<file path="src/rtl/mem_arb_pkg.sv">
// Shared types and constants for the CPU/DMA RAM arbiter.
package mem_arb_pkg;

  typedef enum logic [1:0] {
    IDLE  = 2'd0,
    ISSUE = 2'd1,
    WAIT  = 2'd2,
    ACK   = 2'd3
  } arb_state_e;

  localparam logic OWNER_CPU = 1'b0;
  localparam logic OWNER_DMA = 1'b1;

  localparam int CNT_W = 3;

endpackage

</file>
<file path="src/rtl/mem_arb_pick.sv">
// Two-way round-robin picker; a held CPU lock grants the CPU exclusively.
module mem_arb_pick
  import mem_arb_pkg::*;
(
  input  logic [1:0] req,
  input  logic       last_owner,
  input  logic       lock_held,
  output logic       grant_valid,
  output logic       grant_owner
);

  // req[0] is the CPU, req[1] the DMA port.
  always_comb begin
    grant_valid = 1'b0;
    grant_owner = OWNER_CPU;
    if (lock_held) begin
      grant_valid = req[0];
      grant_owner = OWNER_CPU;
    end else begin
      case (req)
        2'b01: begin
          grant_valid = 1'b1;
          grant_owner = OWNER_CPU;
        end
        2'b10: begin
          grant_valid = 1'b1;
          grant_owner = OWNER_DMA;
        end
        2'b11: begin
          grant_valid = 1'b1;
          grant_owner = ~last_owner;
        end
        default: begin
          grant_valid = 1'b0;
          grant_owner = OWNER_CPU;
        end
      endcase
    end
  end

endmodule

</file>
<file path="src/rtl/mem_bus_arbiter.sv">
// Single-port RAM arbiter between CPU and DMA: serialises accesses, inserts
// read wait states, round-robins on contention and honours a CPU bus lock.
module mem_bus_arbiter
  import mem_arb_pkg::*;
#(
  parameter int ADDR_W = 8,
  parameter int DATA_W = 8,
  parameter int RD_LAT = 1
) (
  input  logic              clk,
  input  logic              reset,
  input  logic              cpu_req,
  input  logic              cpu_we,
  input  logic [ADDR_W-1:0] cpu_addr,
  input  logic [DATA_W-1:0] cpu_wdata,
  input  logic              cpu_lock,
  output logic              cpu_ack,
  output logic [DATA_W-1:0] cpu_rdata,
  input  logic              dma_req,
  input  logic              dma_we,
  input  logic [ADDR_W-1:0] dma_addr,
  input  logic [DATA_W-1:0] dma_wdata,
  output logic              dma_ack,
  output logic [DATA_W-1:0] dma_rdata,
  output logic              ram_en,
  output logic              ram_we,
  output logic [ADDR_W-1:0] ram_addr,
  output logic [DATA_W-1:0] ram_wdata,
  input  logic [DATA_W-1:0] ram_rdata,
  output logic              busy,
  output logic              owner
);

  if (RD_LAT < 1 || RD_LAT > 7) begin : g_bad_rd_lat
    $error("mem_bus_arbiter: RD_LAT must be in 1..7");
  end

  localparam logic [CNT_W-1:0] RD_LAT_C = CNT_W'(RD_LAT);
  localparam logic [CNT_W-1:0] CNT_ONE  = CNT_W'(1);

  arb_state_e        state_q, state_d;
  logic              we_q, we_d;
  logic [ADDR_W-1:0] addr_q, addr_d;
  logic [DATA_W-1:0] wdata_q, wdata_d;
  logic              owner_q, owner_d;
  logic              last_owner_q, last_owner_d;
  logic              lock_held_q, lock_held_d;
  logic [CNT_W-1:0]  cnt_q, cnt_d;
  logic [DATA_W-1:0] cpu_rdata_q, cpu_rdata_d;
  logic [DATA_W-1:0] dma_rdata_q, dma_rdata_d;
  logic              ram_en_q, ram_en_d;
  logic              ram_we_q, ram_we_d;
  logic              cpu_ack_q, cpu_ack_d;
  logic              dma_ack_q, dma_ack_d;
  logic              busy_q, busy_d;
  logic              grant_valid, grant_owner;

  mem_arb_pick u_pick (
    .req        ({dma_req, cpu_req}),
    .last_owner (last_owner_q),
    .lock_held  (lock_held_q),
    .grant_valid(grant_valid),
    .grant_owner(grant_owner)
  );

  always_ff @(posedge clk) begin
    if (reset) begin
      state_q <= IDLE;
    end else begin
      state_q <= state_d;
    end
  end

  always_comb begin
    state_d = state_q;
    case (state_q)
      IDLE:    if (grant_valid) state_d = ISSUE; else state_d = IDLE;
      ISSUE:   if (we_q) state_d = ACK; else state_d = WAIT;
      WAIT:    if (cnt_q == CNT_ONE) state_d = ACK; else state_d = WAIT;
      ACK:     state_d = IDLE;
      default: state_d = IDLE;
    endcase
  end

  // Strobes/acks are decoded from the next state so they leave the flops aligned with state_q.
  always_comb begin
    we_d         = we_q;
    addr_d       = addr_q;
    wdata_d      = wdata_q;
    owner_d      = owner_q;
    last_owner_d = last_owner_q;
    lock_held_d  = lock_held_q;
    cnt_d        = cnt_q;
    cpu_rdata_d  = cpu_rdata_q;
    dma_rdata_d  = dma_rdata_q;
    case (state_q)
      IDLE: begin
        if (grant_valid) begin
          owner_d = grant_owner;
          if (grant_owner == OWNER_CPU) begin
            we_d    = cpu_we;
            addr_d  = cpu_addr;
            wdata_d = cpu_wdata;
          end else begin
            we_d    = dma_we;
            addr_d  = dma_addr;
            wdata_d = dma_wdata;
          end
        end else begin
          owner_d = owner_q;
        end
      end
      ISSUE: begin
        last_owner_d = owner_q;
        cnt_d        = RD_LAT_C;
      end
      WAIT: begin
        cnt_d = cnt_q - CNT_ONE;
        if (cnt_q == CNT_ONE) begin
          if (owner_q == OWNER_CPU) begin
            cpu_rdata_d = ram_rdata;
          end else begin
            dma_rdata_d = ram_rdata;
          end
        end else begin
          cnt_d = cnt_q - CNT_ONE;
        end
      end
      ACK: begin
        if (owner_q == OWNER_CPU) begin
          lock_held_d = cpu_lock;
        end else begin
          lock_held_d = lock_held_q;
        end
      end
      default: begin
        cnt_d = cnt_q;
      end
    endcase
    ram_en_d  = (state_d == ISSUE);
    ram_we_d  = (state_d == ISSUE) && we_d;
    cpu_ack_d = (state_d == ACK) && (owner_d == OWNER_CPU);
    dma_ack_d = (state_d == ACK) && (owner_d == OWNER_DMA);
    busy_d    = (state_d != IDLE);
  end

  always_ff @(posedge clk) begin
    if (reset) begin
      we_q         <= 1'b0;
      addr_q       <= '0;
      wdata_q      <= '0;
      owner_q      <= OWNER_CPU;
      last_owner_q <= OWNER_DMA;
      lock_held_q  <= 1'b0;
      cnt_q        <= '0;
      cpu_rdata_q  <= '0;
      dma_rdata_q  <= '0;
      ram_en_q     <= 1'b0;
      ram_we_q     <= 1'b0;
      cpu_ack_q    <= 1'b0;
      dma_ack_q    <= 1'b0;
      busy_q       <= 1'b0;
    end else begin
      we_q         <= we_d;
      addr_q       <= addr_d;
      wdata_q      <= wdata_d;
      owner_q      <= owner_d;
      last_owner_q <= last_owner_d;
      lock_held_q  <= lock_held_d;
      cnt_q        <= cnt_d;
      cpu_rdata_q  <= cpu_rdata_d;
      dma_rdata_q  <= dma_rdata_d;
      ram_en_q     <= ram_en_d;
      ram_we_q     <= ram_we_d;
      cpu_ack_q    <= cpu_ack_d;
      dma_ack_q    <= dma_ack_d;
      busy_q       <= busy_d;
    end
  end

  assign cpu_ack   = cpu_ack_q;
  assign cpu_rdata = cpu_rdata_q;
  assign dma_ack   = dma_ack_q;
  assign dma_rdata = dma_rdata_q;
  assign ram_en    = ram_en_q;
  assign ram_we    = ram_we_q;
  assign ram_addr  = addr_q;
  assign ram_wdata = wdata_q;
  assign busy      = busy_q;
  assign owner     = owner_q;

endmodule

</file>
<file path="config.mk">
export PLATFORM = sky130hd
export DESIGN_NAME = mem_bus_arbiter
export DESIGN_NICKNAME = d
export VERILOG_FILES = /design/src/rtl/mem_arb_pkg.sv /design/src/rtl/mem_arb_pick.sv /design/src/rtl/mem_bus_arbiter.sv
export SDC_FILE = /design/constraint.sdc
export NUM_CORES = 1
export LEC_CHECK = 0
export CAP_MARGIN = 20
export CORE_AREA = 2 2 75 77
export DETAILED_ROUTE_END_ITERATION = 12
export DIE_AREA = 0 0 77 79
export PLACE_DENSITY = 0.74
export SLEW_MARGIN = 5
export SYNTH_ARGS = -nofsm -noshare
export SYNTH_HDL_FRONTEND = slang
export SYNTH_SLANG_ARGS = --single-unit
</file>
<file path="constraint.sdc">
create_clock -name clk -period 1.6 [get_ports clk]
set_clock_uncertainty 0.15 [all_clocks]
set_input_delay 0.32 -clock clk [delete_from_list [all_inputs] [get_ports clk]]
set_output_delay 0.32 -clock clk [all_outputs]
set_load 0.03 [all_outputs]
</file>
**Word-level counts from Yosys, hierarchy flattened**

Index checks and enable logic that the tools add are counted.

- Bits in registers: 46
- Latch bits: 0
- Memory bits (writable): 0
- Bits in read-only memories: 0
- Bits of input ports: 47
- Output and inout port bits: 38
- Word-level logic and storage cells: 55
- Memories: 0

- $add $sub $neg: 1
- Multiply operators: 0
- Div/mod/pow operators: 0
- Order comparisons: 0
- Equality and inequality tests: 9
- Shift-type cells: 0
- Mux-type cells: 16
- Bitwise logic cells: 3
- Reduce and logical (&&, ||, !) cells: 11

Operators with widths:

| operator | number |
|---|---|
| 8-bit 2-to-1 mux | 2 |
| 1-bit 2-to-1 mux | 11 |
| 2-bit equality test, second input constant | 5 |
| 2-bit case mux with 4 select lines | 1 |
| 2-bit by 1-bit equality test with 1-bit output, second input constant | 3 |
| 3-bit case mux with 2 select lines | 1 |
| 3-bit AND reduction | 2 |
| 2-bit AND reduction | 2 |
| 2-bit nonzero test | 2 |
| 3-bit by 1-bit equality test with 1-bit output, second input constant | 1 |
| 1-bit logical AND | 3 |
| 1-bit inverter | 3 |
| 3-bit OR reduction | 1 |
| 3-bit by 1-bit subtractor with 3-bit output, second input constant | 1 |
| 2-bit zero test | 1 |
| 1-bit case mux with 2 select lines | 1 |

**Longest topological paths before layout**

- Depth after elaboration: 8
- Gate-level depth with buffers: 7
- Depth with buffers taken out: 7

**Cells and area by module**

A second synthesis with hierarchy kept.

- Cells, all modules: 198
- Area, all modules: 1994.4 sq um

By module, submodules not included:

| module | times used | cells each | area each (sq um) |
|---|---|---|---|
| mem_bus_arbiter | 1 | 195 | 1965.6 |
| mem_arb_pick | 1 | 3 | 28.8 |

**Worst setup path after synthesis**

No wires, ideal clock.

- Path kind: register to register
- Start: reg state_q[0]
- End: reg cnt_q[1]
- Setup time: 0.073 ns
- Arrival time: 1.336 ns
- Slack: 0.041 ns
- Stages on the path, launching flop included: 6
- Buffers on the path: 0
- Cells stage by stage: dfxtp_1 inv_1 ha_1 inv_1 or3_1 a21oi_1

- Word-level cells in the longest chain between the ends: 2
- Elaborated cells between the ends (all ways): 4
- Classes of those cells: eq/ne (2); mux (1); reduce/logical (1)

RTL lines:

| item | line | text |
|---|---|---|
| start: declaration | mem_bus_arbiter.sv:41 | `arb_state_e state_q, state_d;` |
| start signal: assignment | mem_bus_arbiter.sv:70 | `state_q <= state_d;` |
| 2-bit equality test / 2-bit by 1-bit equality test with 1-bit output (equally long branches) | mem_bus_arbiter.sv:96 | `case (state_q)` |
| 3-bit case mux with 2 select lines / 2-bit nonzero test (equally long branches) | n/a |  |
| end signal: assignment | mem_bus_arbiter.sv:170 | `cnt_q <= cnt_d;` |
| end: declaration | mem_bus_arbiter.sv:48 | `logic [CNT_W-1:0] cnt_q, cnt_d;` |

Several ways; a longest one is shown, not always the timed one.
A chain may end at the register's enable or synchronous reset.

**Final worst setup path**

- Start: reg state_q[0]
- End: reg addr_q[4], in the netlist ram_addr[4]

- Word-level cells in the longest chain between the ends: 2

RTL lines:

| item | line | text |
|---|---|---|
| 2-bit zero test | mem_bus_arbiter.sv:96 |  |
| 2-bit AND reduction (no line) | n/a |  |
| end signal: assignment | mem_bus_arbiter.sv:165 | `addr_q <= addr_d;` |
| end: declaration | mem_bus_arbiter.sv:43 | `logic [ADDR_W-1:0] addr_q, addr_d;` |

Every way passes these cells.

==> impl_metrics.sql <==
INSERT INTO impl_metrics (metric_group, metric, value, unit) VALUES
('outcome', 'status', 'finished clean', ''),
('critical_path', 'timing.critical_path.fanout_max', '16', ''),
('power_and_ir_drop', 'vdd_ir_drop_max', '0.0008931', 'V'),
('placement', 'number_of_buffers_added_on_ports', '84', ''),
('synthesis', 'synth.yosys.seq_area_share', '47.21', '%'),
('routing', 'remaining_drcs', '0', ''),
('critical_path', 'cp_top_family', 'compound AO/OA/AOI/OAI gates', ''),
('cts', 'clock_tree.htree_level_count', '2', ''),
('sta', 'min_period', '1585', 'ps'),
('routing', 'dr.first_iter.drc_count', '65', ''),
('cts', 'cts_root_buf', 'sky130_fd_sc_hd__clkbuf_8', ''),
('sta', 'timing.slew.headroom', '77.21', '%'),
('synthesis', 'synth-edff-count', '0', ''),
('min_path', 'hold_path_class', 'in -> reg', ''),
('routing', 'vias_per_cell', '4.789', ''),
('sta', 'setup-tns-final', '0', 'ps'),
('cts', 'post_cts_hold_buffer_count', '0', ''),
('sta', 'layout_worst_path_cycle_share', '99.05', '%'),
('placement', 'pre_cts_ws', '-349.1', 'ps'),
('cells_and_area', 'final_nets', '379', ''),
('critical_path', 'cp_data_arrival_time', '1640', 'ps'),
('cells_and_area', 'most-common-layout-cells', 'sky130_fd_sc_hd__nand2_1 (69), sky130_fd_sc_hd__dfxtp_1 (44), sky130_fd_sc_hd__clkdlybuf4s50_1 (43)', ''),
('critical_path', 'critical_path.n_buffers_inverters', '3', ''),
('global_routing', 'grt_start_max_net_pins', '42', ''),
('synthesis', 'synth_seq_cells', '46', ''),
('routing', 'drt_pass1_iterations', '4', ''),
('critical_path', 'crit_path_end_kind', 'flop', ''),
('die', 'initial_utilization', '36.54', '%'),
('global_routing', 'via_count_of_the_first_global_routing_pass', '1837', ''),
('die', 'rows', '27', ''),
('routing', 'post_drt_wl_per_cell', '13.06', 'um'),
('cts', 'clock_latency', '300', 'ps'),
('placement', 'finalWeightedCongestion', '0.7481', ''),
('power_and_ir_drop', 'power.static_leakage', '1.336', 'nW'),
('global_routing', 'grt_first_pass_wirelength', '8390', 'um'),
('synthesis', 'mappedNetlistNets', '284', ''),
('sta', 'tightest_slew', '343.2', 'ps'),
('cells_and_area', 'final_design_area_no_fill', '3079', 'um2'),
('die', 'dieHeight', '79', 'um'),
('routing', 'detailroute.via_count', '1906', ''),
('die', 'coreArea', '5338', 'um2'),
('synthesis', 'area_of_the_mapped_netlist', '1951', 'um2'),
('global_routing', 'global_route.usage.total', '17.21', '%'),
('global_routing', 'grt_overflow_total', '0', ''),
('cts', 'cts-buffers-inserted', '5', ''),
('sta', 'grt_setup_unrepaired', 'yes', ''),
('die', 'boundaryPins', '85', ''),
('synthesis', 'async_reset_ff_share', '0', '%'),
('sta', 'fmaxAchievable', '0.6310', 'GHz'),
('routing', 'finalWirelength', '5197', 'um'),
('cells_and_area', 'post_layout_nonfiller_instances', '398', ''),
('synthesis', 'post_synth_inst_count', '230', ''),
('cts', 'clock_tree.buffer_depth', '2', ''),
('flow_run', 'drv.max_cap_violation_count', '0', ''),
('sta', 'hold_violations', '0', ''),
('critical_path', 'timing.critical_path.slowest_stage_cell', 'sky130_fd_sc_hd__dfxtp_2', ''),
('sta', 'maxSlewViolCount', '0', ''),
('cells_and_area', 'antenna_diode_count', '0', ''),
('cells_and_area', 'layout.cells.most_common', 'sky130_fd_sc_hd__nand2_1', ''),
('cts', 'tritoncts', 'built', ''),
('critical_path', 'criticalPathCategory', 'reg -> reg', ''),
('sta', 'final.setup.worst_slack', '15.27', 'ps'),
('synthesis', 'dominantRegCellSynth', 'sky130_fd_sc_hd__dfxtp_1', ''),
('power_and_ir_drop', 'power.density_cell_area', '1412', 'nW/um2'),
('die', 'die_w', '77', 'um'),
('critical_path', 'critical_path.startpoint_type', 'flop', ''),
('routing', 'drt.antenna.violating_nets', '0', ''),
('critical_path', 'cp_cell_sequence', 'inv_2 -> ha_2 -> o21a_4 -> buf_6 -> buf_12 -> nor2_1 -> a311oi_2', ''),
('synthesis', 'syn-mean-instance-area', '8.481', 'um2'),
('placement', 'detailed_place_hpwl', '3687', 'um'),
('placement', 'placement.cell_area', '2972', 'um2'),
('critical_path', 'cp_data_required_time', '1660', 'ps'),
('cts', 'cts_num_sinks', '46', ''),
('placement', 'post-place-cells', '388', ''),
('sta', 'final_setup_violations', '0', ''),
('critical_path', 'critical_path.max_stage_delay', '340', 'ps'),
('die', 'dieArea', '6083', 'um2'),
('cts', 'clk_pin_slew_worst_paths', '80', 'ps'),
('cells_and_area', 'area_delta_synth_final', '57.86', '%'),
('cells_and_area', 'post_route_cells_drive_above_1_share', '15.64', '%'),
('global_routing', 'antenna_found_initial', '0', ''),
('synthesis', 'post_synth_num_cell_types', '33', ''),
('synthesis', 'yosysWarnings', '0', '');
==> sequential cells by signal, indices dropped and copies added, names as in the netlist, 2 cells and up <==
register   count
ram_addr       8
cnt_q          3
state_q        2
cpu_rdata      8
dma_rdata      8
ram_wdata      8
==> metal layers <==
metal | track usage, % | routed length, um | vias to the layer above
met1 | 19.48 | 2106 | 890
met4 | 6.607 | 112 | 0
met2 | 31.40 | 2757 | 46
met5 | 0 | 0 | -
li1 | - | - | 960
met3 | 4.091 | 221 | 10
==> Yosys cell counts (3+ instances only) <==
library cell	n	share of area (%)
sky130_fd_sc_hd__ha_1	7	4.5
sky130_fd_sc_hd__inv_1	7	1.3
sky130_fd_sc_hd__o21ai_0	3	0.77
sky130_fd_sc_hd__a21oi_1	19	4.9
sky130_fd_sc_hd__buf_4	3	1.2
sky130_fd_sc_hd__nor2_1	24	4.6
sky130_fd_sc_hd__dfxtp_1	46	47
sky130_fd_sc_hd__buf_2	4	1.0
sky130_fd_sc_hd__a311oi_1	6	2.7
sky130_fd_sc_hd__clkbuf_1	5	0.96
sky130_fd_sc_hd__nor2b_1	4	1.3
sky130_fd_sc_hd__nand2_1	70	13
sky130_fd_sc_hd__a311oi_2	10	7.7
==> worst paths after layout <==
check | start | end | slack, ps | cells after the start
max | state_q[0]$_SDFF_PP0_ | ram_addr[4]$_SDFFE_PP0P_ | 20 | 7
min | reset | state_q[0]$_SDFF_PP0_ | 270 | 3
max reg2reg | state_q[0]$_SDFF_PP0_ | ram_addr[4]$_SDFFE_PP0P_ | 20 | 7
min reg2reg | cpu_rdata[0]$_SDFFE_PP0P_ | cpu_rdata[0]$_SDFFE_PP0P_ | 300 | 2
==> layout make-up <==
type,count,area [um2]
fillers,500,2258
repair buffers,101,985.9
multi-input cells,163,959.7
flip-flops and latches,46,923.4
well taps,72,90.09
clock buffers,5,68.82
inverters,8,30.03
clock inverters,3,21.27
==> cells by family (layout without fill, tap and decap cells) <==
kind of cell               after synthesis  in the layout  share of synthesized area [%]
AOI/OAI and AO/OA                       44             44                          19.11
and+or+nand+nor                        111            111                          23.80
DFF                                     46             46                          47.21
muxes                                    1              1                         0.5132
adders and majority gates                7              7                          4.490
buffers and inverters                   21            117                          4.875
==> power by group <==
group          leakage [nW]  total (W)  internal, W  switching [W]
Sequential            0.378    0.00155      0.00141       0.000144
Combinational         0.915    0.00209     0.000924        0.00116
Clock                0.0441   0.000711     0.000307       0.000404
==> metrics by stage <==
step,hold slack [ps],util [%],total power (W)
floorplan,289.9,-,0.002786
global placement,292.9,55.67,0.003601
detailed placement,297.5,55.67,0.003632
CTS,265.8,57.50,0.004372
global route,283.2,57.69,0.004624
finish,274.8,57.69,0.004349
==> worst min-delay path, delay by kind of cell <==
| family | cells | cell delay, ps |
|---|---|---|
| AOI/OAI and AO/OA | 1 | 190 |
| buffers and inverters | 2 | 170 |
==> repair_timing <==
| action | in CTS | in global routing |
|---|---|---|
| cloned | 1 | 0 |
| setup buffers | 1 | 0 |
| setup endpoints to repair | 42 | 27 |
| gates resized for setup | 48 | 6 |
| pin swaps | 2 | 5 |
(Power assumes the default switching activity.)
